File: config.mk
export PLATFORM = sky130hd
export DESIGN_NAME = forwarding_hazard_unit_flat
export DESIGN_NICKNAME = d
export VERILOG_FILES = /design/src/rtl/forwarding_hazard_unit_if.sv /design/src/rtl/forwarding_hazard_unit.sv /design/src/flat_wrapper.sv
export SDC_FILE = /design/constraint.sdc
export NUM_CORES = 1
export LEC_CHECK = 0
export ABC_AREA = 0
export BUFFER_PORTS_ARGS = -buffer_cell sky130_fd_sc_hd__buf_2
export CAP_MARGIN = 20
export CORE_UTILIZATION = 50
export CTS_CLUSTER_SIZE = 24
export DETAILED_ROUTE_END_ITERATION = 10
export PLACE_DENSITY = 0.75
export SLEW_MARGIN = 20
export SYNTH_ARGS = -nofsm -noshare
export SYNTH_HDL_FRONTEND = slang
export SYNTH_SLANG_ARGS = --single-unit
File: constraint.sdc
create_clock -name clk -period 1.8 [get_ports clk]
set_input_delay 0.27 -clock clk [delete_from_list [all_inputs] [get_ports clk]]
set_output_delay 0.27 -clock clk [all_outputs]
set_load 0.02 [all_outputs]
File: src/rtl/forwarding_hazard_unit_if.sv
// Pipeline-side bundle for the forwarding/hazard unit: ID-stage fields in, EX mux selects and stall controls out.
// With HAZARD_STATS_EN defined, the bundle also carries the stall/forward event counters.
interface forwarding_hazard_unit_if #(
   parameter int REG_ADDR_W = 5
);
   logic                  id_valid;
   logic [REG_ADDR_W-1:0] id_rs;
   logic [REG_ADDR_W-1:0] id_rt;
   logic                  id_uses_rt;
   logic [REG_ADDR_W-1:0] id_rd;
   logic                  id_reg_write;
   logic                  id_mem_read;
   logic                  flush;
   logic [1:0]            fwd_a_sel;
   logic [1:0]            fwd_b_sel;
   logic                  stall;
   logic                  ex_bubble;
`ifdef HAZARD_STATS_EN
   logic [15:0]           stall_count;
   logic [15:0]           fwd_count;
`endif

   modport master (
      output id_valid, id_rs, id_rt, id_uses_rt, id_rd, id_reg_write, id_mem_read, flush,
      input  fwd_a_sel, fwd_b_sel, stall, ex_bubble
`ifdef HAZARD_STATS_EN
      , input stall_count, fwd_count
`endif
   );

   modport slave (
      input  id_valid, id_rs, id_rt, id_uses_rt, id_rd, id_reg_write, id_mem_read, flush,
      output fwd_a_sel, fwd_b_sel, stall, ex_bubble
`ifdef HAZARD_STATS_EN
      , output stall_count, fwd_count
`endif
   );
endinterface

File: src/rtl/forwarding_hazard_unit.sv
// EX-stage forwarding selects and load-use stall/bubble generation from shadow copies of EX/MEM/WB state.
// Optional macro HAZARD_STATS_EN adds saturating stall_count and fwd_count outputs on the interface.
module forwarding_hazard_unit #(
   parameter int REG_ADDR_W      = 5,
   parameter int LOAD_USE_STALLS = 1
) (
   input  logic                     clk,
   input  logic                     rst_n,
   forwarding_hazard_unit_if.slave  hz
);
   typedef struct packed {
      logic                  valid;
      logic [REG_ADDR_W-1:0] rs;
      logic [REG_ADDR_W-1:0] rt;
      logic                  usesRt;
      logic [REG_ADDR_W-1:0] rd;
      logic                  regWrite;
      logic                  memRead;
   } exShadow_t;

   // Past EX only the destination side matters, so MEM and WB keep fewer fields.
   typedef struct packed {
      logic                  valid;
      logic [REG_ADDR_W-1:0] rd;
      logic                  regWrite;
      logic                  memRead;
   } memShadow_t;

   exShadow_t             exShadow_d;
   exShadow_t             exShadow_q;
   memShadow_t            memShadow_q;
   logic                  wbValid_q;
   logic                  wbRegWrite_q;
   logic [REG_ADDR_W-1:0] wbRd_q;

   logic                  memWrites;
   logic                  wbWrites;
   logic [1:0]            fwdA;
   logic [1:0]            fwdB;
   logic                  hazardEx;
   logic                  hazardMem;
   logic                  stallNow;
   logic                  bubbleNow;

   // MEM is the younger producer, so it wins over WB when both write the same register.
   always_comb begin
      memWrites = memShadow_q.valid && memShadow_q.regWrite && (memShadow_q.rd != '0);
      wbWrites  = wbValid_q && wbRegWrite_q && (wbRd_q != '0);
      fwdA      = 2'b00;
      fwdB      = 2'b00;
      if (memWrites && memShadow_q.rd == exShadow_q.rs)
         fwdA = 2'b10;
      else if (wbWrites && wbRd_q == exShadow_q.rs)
         fwdA = 2'b01;
      if (exShadow_q.usesRt) begin
         if (memWrites && memShadow_q.rd == exShadow_q.rt)
            fwdB = 2'b10;
         else if (wbWrites && wbRd_q == exShadow_q.rt)
            fwdB = 2'b01;
      end
   end

   // A taken branch kills the dependent instruction, so flush suppresses the stall.
   always_comb begin
      hazardEx  = hz.id_valid && exShadow_q.valid && exShadow_q.memRead && (exShadow_q.rd != '0) &&
                  ((exShadow_q.rd == hz.id_rs) || (hz.id_uses_rt && exShadow_q.rd == hz.id_rt));
      hazardMem = hz.id_valid && memShadow_q.valid && memShadow_q.memRead && (memShadow_q.rd != '0) &&
                  ((memShadow_q.rd == hz.id_rs) || (hz.id_uses_rt && memShadow_q.rd == hz.id_rt));
      stallNow  = (hazardEx || ((LOAD_USE_STALLS == 2) && hazardMem)) && !hz.flush;
      bubbleNow = stallNow || hz.flush;
   end

   // Bubbles and empty ID slots enter EX as all-zero records so stale addresses never match.
   always_comb begin
      exShadow_d = '0;
      if (!bubbleNow && hz.id_valid) begin
         exShadow_d.valid    = 1'b1;
         exShadow_d.rs       = hz.id_rs;
         exShadow_d.rt       = hz.id_rt;
         exShadow_d.usesRt   = hz.id_uses_rt;
         exShadow_d.rd       = hz.id_rd;
         exShadow_d.regWrite = hz.id_reg_write;
         exShadow_d.memRead  = hz.id_mem_read;
      end
   end

   always_ff @(posedge clk or negedge rst_n) begin
      if (!rst_n) begin
         exShadow_q   <= '0;
         memShadow_q  <= '0;
         wbValid_q    <= 1'b0;
         wbRegWrite_q <= 1'b0;
         wbRd_q       <= '0;
      end else begin
         wbValid_q            <= memShadow_q.valid;
         wbRegWrite_q         <= memShadow_q.regWrite;
         wbRd_q               <= memShadow_q.rd;
         memShadow_q.valid    <= exShadow_q.valid;
         memShadow_q.rd       <= exShadow_q.rd;
         memShadow_q.regWrite <= exShadow_q.regWrite;
         memShadow_q.memRead  <= exShadow_q.memRead;
         exShadow_q           <= exShadow_d;
      end
   end

   assign hz.fwd_a_sel = fwdA;
   assign hz.fwd_b_sel = fwdB;
   assign hz.stall     = stallNow;
   assign hz.ex_bubble = bubbleNow;

`ifdef HAZARD_STATS_EN
   logic [15:0] stallCount_q;
   logic [15:0] fwdCount_q;

   // Event counters stick at all-ones rather than wrapping.
   always_ff @(posedge clk or negedge rst_n) begin
      if (!rst_n) begin
         stallCount_q <= 16'd0;
         fwdCount_q   <= 16'd0;
      end else begin
         if (stallNow && stallCount_q != 16'hFFFF)
            stallCount_q <= stallCount_q + 16'd1;
         if ((fwdA != 2'b00 || fwdB != 2'b00) && fwdCount_q != 16'hFFFF)
            fwdCount_q <= fwdCount_q + 16'd1;
      end
   end

   assign hz.stall_count = stallCount_q;
   assign hz.fwd_count   = fwdCount_q;
`endif
endmodule

File: src/flat_wrapper.sv
// flat-port wrapper written by rule: the top's interface ports become plain ports
module forwarding_hazard_unit_flat 
#(
   parameter int REG_ADDR_W      = 5,
   parameter int LOAD_USE_STALLS = 1
)
  (clk, rst_n, hz_id_valid, hz_id_rs, hz_id_rt, hz_id_uses_rt, hz_id_rd, hz_id_reg_write, hz_id_mem_read, hz_flush, hz_fwd_a_sel, hz_fwd_b_sel, hz_stall, hz_ex_bubble);
  forwarding_hazard_unit_if #(.REG_ADDR_W(REG_ADDR_W)) hz_i ();
  input  logic clk;
  input  logic rst_n;
  input wire logic [$bits(hz_i.id_valid)-1:0] hz_id_valid;
  input wire logic [$bits(hz_i.id_rs)-1:0] hz_id_rs;
  input wire logic [$bits(hz_i.id_rt)-1:0] hz_id_rt;
  input wire logic [$bits(hz_i.id_uses_rt)-1:0] hz_id_uses_rt;
  input wire logic [$bits(hz_i.id_rd)-1:0] hz_id_rd;
  input wire logic [$bits(hz_i.id_reg_write)-1:0] hz_id_reg_write;
  input wire logic [$bits(hz_i.id_mem_read)-1:0] hz_id_mem_read;
  input wire logic [$bits(hz_i.flush)-1:0] hz_flush;
  output wire logic [$bits(hz_i.fwd_a_sel)-1:0] hz_fwd_a_sel;
  output wire logic [$bits(hz_i.fwd_b_sel)-1:0] hz_fwd_b_sel;
  output wire logic [$bits(hz_i.stall)-1:0] hz_stall;
  output wire logic [$bits(hz_i.ex_bubble)-1:0] hz_ex_bubble;
  assign hz_i.id_valid = hz_id_valid;
  assign hz_i.id_rs = hz_id_rs;
  assign hz_i.id_rt = hz_id_rt;
  assign hz_i.id_uses_rt = hz_id_uses_rt;
  assign hz_i.id_rd = hz_id_rd;
  assign hz_i.id_reg_write = hz_id_reg_write;
  assign hz_i.id_mem_read = hz_id_mem_read;
  assign hz_i.flush = hz_flush;
  assign hz_fwd_a_sel = hz_i.fwd_a_sel;
  assign hz_fwd_b_sel = hz_i.fwd_b_sel;
  assign hz_stall = hz_i.stall;
  assign hz_ex_bubble = hz_i.ex_bubble;
  forwarding_hazard_unit #(.REG_ADDR_W(REG_ADDR_W), .LOAD_USE_STALLS(LOAD_USE_STALLS)) u_core (.clk(clk), .rst_n(rst_n), .hz(hz_i));
endmodule
# After elaboration in Yosys (flattened, before gate mapping)
# Index checks and enable logic that the tools add are counted.
dict set report totals {
  input_bits 22
  wordCells 47
  output_inout_bits 6
  ff_bits 33
}
dict set report classes {
  mux 6
  n_reduce_logical 22
  eq_ne 6
}
# operator n
set ops {}
lappend ops {{$eq A5 B5 Y1} 6}
lappend ops {{$mux W19} 1}
lappend ops {{$logic_and A1 B1 Y1} 15}
lappend ops {{$reduce_bool A5 Y1} 3}
lappend ops {{$mux W2} 3}
lappend ops {{$logic_not A1 Y1} 2}
lappend ops {{$logic_or A1 B1 Y1} 2}
lappend ops {{$mux W1} 2}

# Longest topological paths before layout
dict set report logic_depth {
  ltp_word 9
  mapped_depth 5
  depth_no_buf 4
}

# Least setup slack after synthesis
# No wires, ideal clock.
dict set report synth_timing {
  path_type {register -> output}
  startpoint {register u_core.memShadow_q[4] (netlist bit)}
  endpoint {output hz_fwd_a_sel[0]}
  setup_slack_ns -0.124
  stages_incl_launch_ff 5
  required_time_ns 1.530
  n_path_buf 0
  arrival_time_ns 1.654
  cell_sequence {dfrtp_1 or4_1 o211ai_2 nor4_1 nor3_2}
}
dict set report synth_between {
  elab_chain_len 4
  elab_cells_between_ends 5
  cone_classes {eq/ne (1); mux (1); reduce/logical (3)}
}
# element line
set synth_lines {}
lappend synth_lines {{start: declaration} forwarding_hazard_unit.sv:31} ;# memShadow_t memShadow_q;
lappend synth_lines {{$reduce_bool A5 Y1} forwarding_hazard_unit.sv:47} ;# memWrites = memShadow_q.valid && memShadow_q.regWrite && (memShadow_q.rd != '0);
lappend synth_lines {{$logic_and A1 B1 Y1} forwarding_hazard_unit.sv:47}
lappend synth_lines {{$logic_and A1 B1 Y1 *} forwarding_hazard_unit.sv:51} ;# if (memWrites && memShadow_q.rd == exShadow_q.rs)
lappend synth_lines {{$mux W2 *} forwarding_hazard_unit.sv:51}
lappend synth_lines {{end: declaration} flat_wrapper.sv:19} ;# output wire logic [$bits(hz_i.fwd_a_sel)-1:0] hz_fwd_a_sel;
# Mark *: on every way between the ends. The rest lies on a longest branch, timed or not.

# Worst setup path after layout
dict set report layout_timing {
  startpoint {register u_core.memShadow_q[6] (netlist bit)}
  endpoint {output hz_fwd_b_sel[1]}
}
dict set report layout_between {
  elab_chain_len 5
  elab_cells_between_ends 6
  cone_classes {eq/ne (1); mux (2); reduce/logical (3)}
}
# element line
set layout_lines {}
lappend layout_lines {{$reduce_bool A5 Y1} forwarding_hazard_unit.sv:47}
lappend layout_lines {{$logic_and A1 B1 Y1} forwarding_hazard_unit.sv:47}
lappend layout_lines {{$logic_and A1 B1 Y1 *} forwarding_hazard_unit.sv:56} ;# if (memWrites && memShadow_q.rd == exShadow_q.rt)
lappend layout_lines {{$mux W2 *} forwarding_hazard_unit.sv:56}
lappend layout_lines {{$mux W2 *} forwarding_hazard_unit.sv:55} ;# if (exShadow_q.usesRt) begin
lappend layout_lines {{end: declaration} flat_wrapper.sv:20} ;# output wire logic [$bits(hz_i.fwd_b_sel)-1:0] hz_fwd_b_sel;
# Marked as above.

==> results.sh <==
export IMPL_final_hold_viol_count=0
export IMPL_status="complete, but fails checks"
export IMPL_ys_seq_area_share_pct=55.6
export IMPL_antenna_found_initial=0
export IMPL_grt_pass1_wl_um=5070
export IMPL_hp_class="input port to flip-flop"
export IMPL_die_area_um2=3190
export IMPL_met1_length_um=1220
export IMPL_cts_tree="done"
export IMPL_maxCapViolCount=0
export IMPL_first_iter_violations=18
export IMPL_drive_gt1_share_pct=34.6
export IMPL_syn2layout_area_growth_pct=30.0
export IMPL_syn_inst=132
export IMPL_num_antenna_cells=0
export IMPL_clock_path_buffers=2
export IMPL_clk_latency_ps=330
export IMPL_drc=0
export IMPL_drt_vias_per_instance=5.22
export IMPL_power_w=0.00141
export IMPL_topRoutingLayerUsed="met4"
export IMPL_slowest_delay_ps=550
export IMPL_finClkSkew_ps=9.38
export IMPL_crit_chain="or4_4 -> o211ai_4 -> nor4_4 -> and2_1 -> buf_6"
export IMPL_cts_clk_slew_worst_paths_ps=100
export IMPL_die_y_um=56.5
export IMPL_final_cell_area_um2=1930
export IMPL_core_area_um2=2780
export IMPL_finalSetupViolations=6
export IMPL_rsz0062_at_grt="true"
export IMPL_timing_final_crit_share_pct=118
export IMPL_clock_sinks=33
export IMPL_arrival_ps=1860
export IMPL_dp_hpwl_um=2270
export IMPL_synthArstFlopShare_pct=100
export IMPL_violations="setup timing"
export IMPL_drtPass1Iterations=4
export IMPL_endpoint_kind="primary output"
export IMPL_layout_filler_cells=213
export IMPL_syn_avg_cell_area_um2=11.2
export IMPL_p_per_area_nw_per_um2=733
export IMPL_crit_family="simple AND/OR/NAND/NOR gates"
export IMPL_synth_seq_cells=33
export IMPL_synth_cell_type_count=24
export IMPL_multi_input_area_um2=668
export IMPL_grt_usage_pct=21.4
export IMPL_placed_cell_area_um2=1730
export IMPL_numCtsBuffers=5
export IMPL_port_buffers=27
export IMPL_htreeDepth=2
export IMPL_worst_pin_slew_ps=702
export IMPL_grt_overflow=0
export IMPL_cts_root_buf="clkbuf_4"
export IMPL_vias=1096
export IMPL_syn_nets=154
export IMPL_critPathBufInv=1
export IMPL_cp_max_fo=2
export IMPL_drv_slew=0
export IMPL_postRouteAntennaNets=0
export IMPL_wl_met3_um=129
export IMPL_syn_area_um2=1480
export IMPL_wl_met2_um=1620
export IMPL_start_util_pct=53.4
export IMPL_final_cells=210
export IMPL_cp_required_ps=1530
export IMPL_io_pins=28
export IMPL_post_route_min_period_ps=2130
export IMPL_grt_max_degree=34
export IMPL_setup_ws_ps=-330
export IMPL_critPathLaunchType="flip-flop"
export IMPL_pre_cts_ws_ps=-24.1
export IMPL_irDropWorstVdd_v=0.000660
export IMPL_fmax_mhz=470
export IMPL_slowest_stage="or4_4"
export IMPL_grt_pass1_vias=1156
export IMPL_detail_route_wl_per_cell_um=14.5
export IMPL_worstSetupPathType="flip-flop to primary output"
export IMPL_nNetsFinal=201
export IMPL_synth_edf_count=0
export IMPL_ys_warn_count=0
export IMPL_layout_area_seq_um2=826
export IMPL_gp_congestion=0.822
export IMPL_relSlewSlack_pct=53.2
export IMPL_p_leak_nw=0.965
export IMPL_drt_wl_total_um=3040
export IMPL_synthFlopType="dfrtp_1"
export IMPL_rows=19
export IMPL_fp_dieW_um=56.5
export IMPL_place_inst=196
==> Yosys cell counts, drive strengths merged (3+ instances only) <==
cell	number	area (um2)
a21oi	9	45.0
dfrtp	33	826
nor4	3	18.8
nor3	4	30.0
xnor2	18	158
nand2	8	30.0
xor2	12	105
clkbuf	3	11.3
a211oi	11	82.6
nand3	6	30.0
inv	11	41.3
==> metrics by stage <==
step | TNS (ps) | hold slack, ps | util (%)
5_1_grt | -1960 | 116 | 69.4
2_1_floorplan | -16.2 | -25.6 | -
3_3_place_gp | 0 | 338 | 62.0
4_1_cts | -1670 | 124 | 68.2
6_report | -1530 | 139 | 69.4
3_5_place_dp | -24.1 | 346 | 62.0
==> final cells by class <==
type | instances | area share (%)
flip-flops and latches | 33 | 42.8
repair buffers | 45 | 15.6
well taps | 31 | 2.01
multi-input cells | 83 | 34.6
inverters | 11 | 2.14
clock buffers | 7 | 2.85
==> cell usage in the layout (no fill, tap or decap), types with 4 or more instances in the layout <==
master     n
nand2_1    8
xnor2_1   16
a21oi_1    8
inv_1     11
clkbuf_4   5
a211oi_1  10
xor2_1    12
buf_4     18
buf_6      4
nand3_1    6
dfrtp_1   33
buf_2     22
==> state kept, by name (all words and copies together) (netlist names) <==
name	flops
u_core.exShadow_q	19
u_core.memShadow_q	7
u_core.wbRd_q	5
u_core.wbRegWrite_q	1
u_core.wbValid_q	1
==> path summary, 6_finish.rpt <==
path | start | to | slack (ps) | depth (start not counted)
worst max-delay path | u_core.memShadow_q[6] | hz_fwd_b_sel[1] | -330 | 5
worst min-delay path | hz_id_rd[3] | u_core.exShadow_q[5] | 140 | 3
worst max register to register | u_core.exShadow_q[4] | u_core.exShadow_q[7] | 90 | 7
worst min register to register | u_core.exShadow_q[1] | u_core.memShadow_q[1] | 360 | 0
max in group asynchronous | rst_n | u_core.wbRd_q[4] | 830 | 2
min in group asynchronous | rst_n | u_core.exShadow_q[9] | 510 | 2
==> layer usage <==
metal,up-vias,GRT usage (%)
met5,-,0
li1,538,-
met3,10,7.14
met4,0,10.1
met1,514,24.6
met2,34,35.6
==> where the power goes <==
group          leakage [nW]  switching (W)  internal (W)
registers             0.442      0.0000250      0.000770
clock network        0.0314       0.000232      0.000184
logic                 0.491       0.000104     0.0000983
==> worst register-to-register path, delay by kind of cell, from the launching register on <==
family                    cells  cell delay (ps)
AOI/OAI and AO/OA             2              420
DFF                           1              400
xor gates and xnor gates      1              160
and+or+nand+nor               1              170
buffers and inverters         3              410
==> cells by family (layout without fill, tap and decap cells) <==
| kind of cell | after synthesis | after routing | synth area share [%] |
|---|---|---|---|
| xor+xnor | 30 | 30 | 17.7 |
| flops | 33 | 33 | 55.6 |
| buf+inv | 16 | 63 | 4.22 |
| simple gates | 29 | 29 | 10.9 |
| compound gates | 24 | 24 | 11.6 |
==> timing repair <==
item,in CTS,in global routing
hold endpoints to repair,25,0
buffers inserted,4,3
gates resized for setup,15,4
pin swaps,11,7
setup endpoints to repair,6,20
hold buffers,1,0
Power figures use the tool's default switching activity.
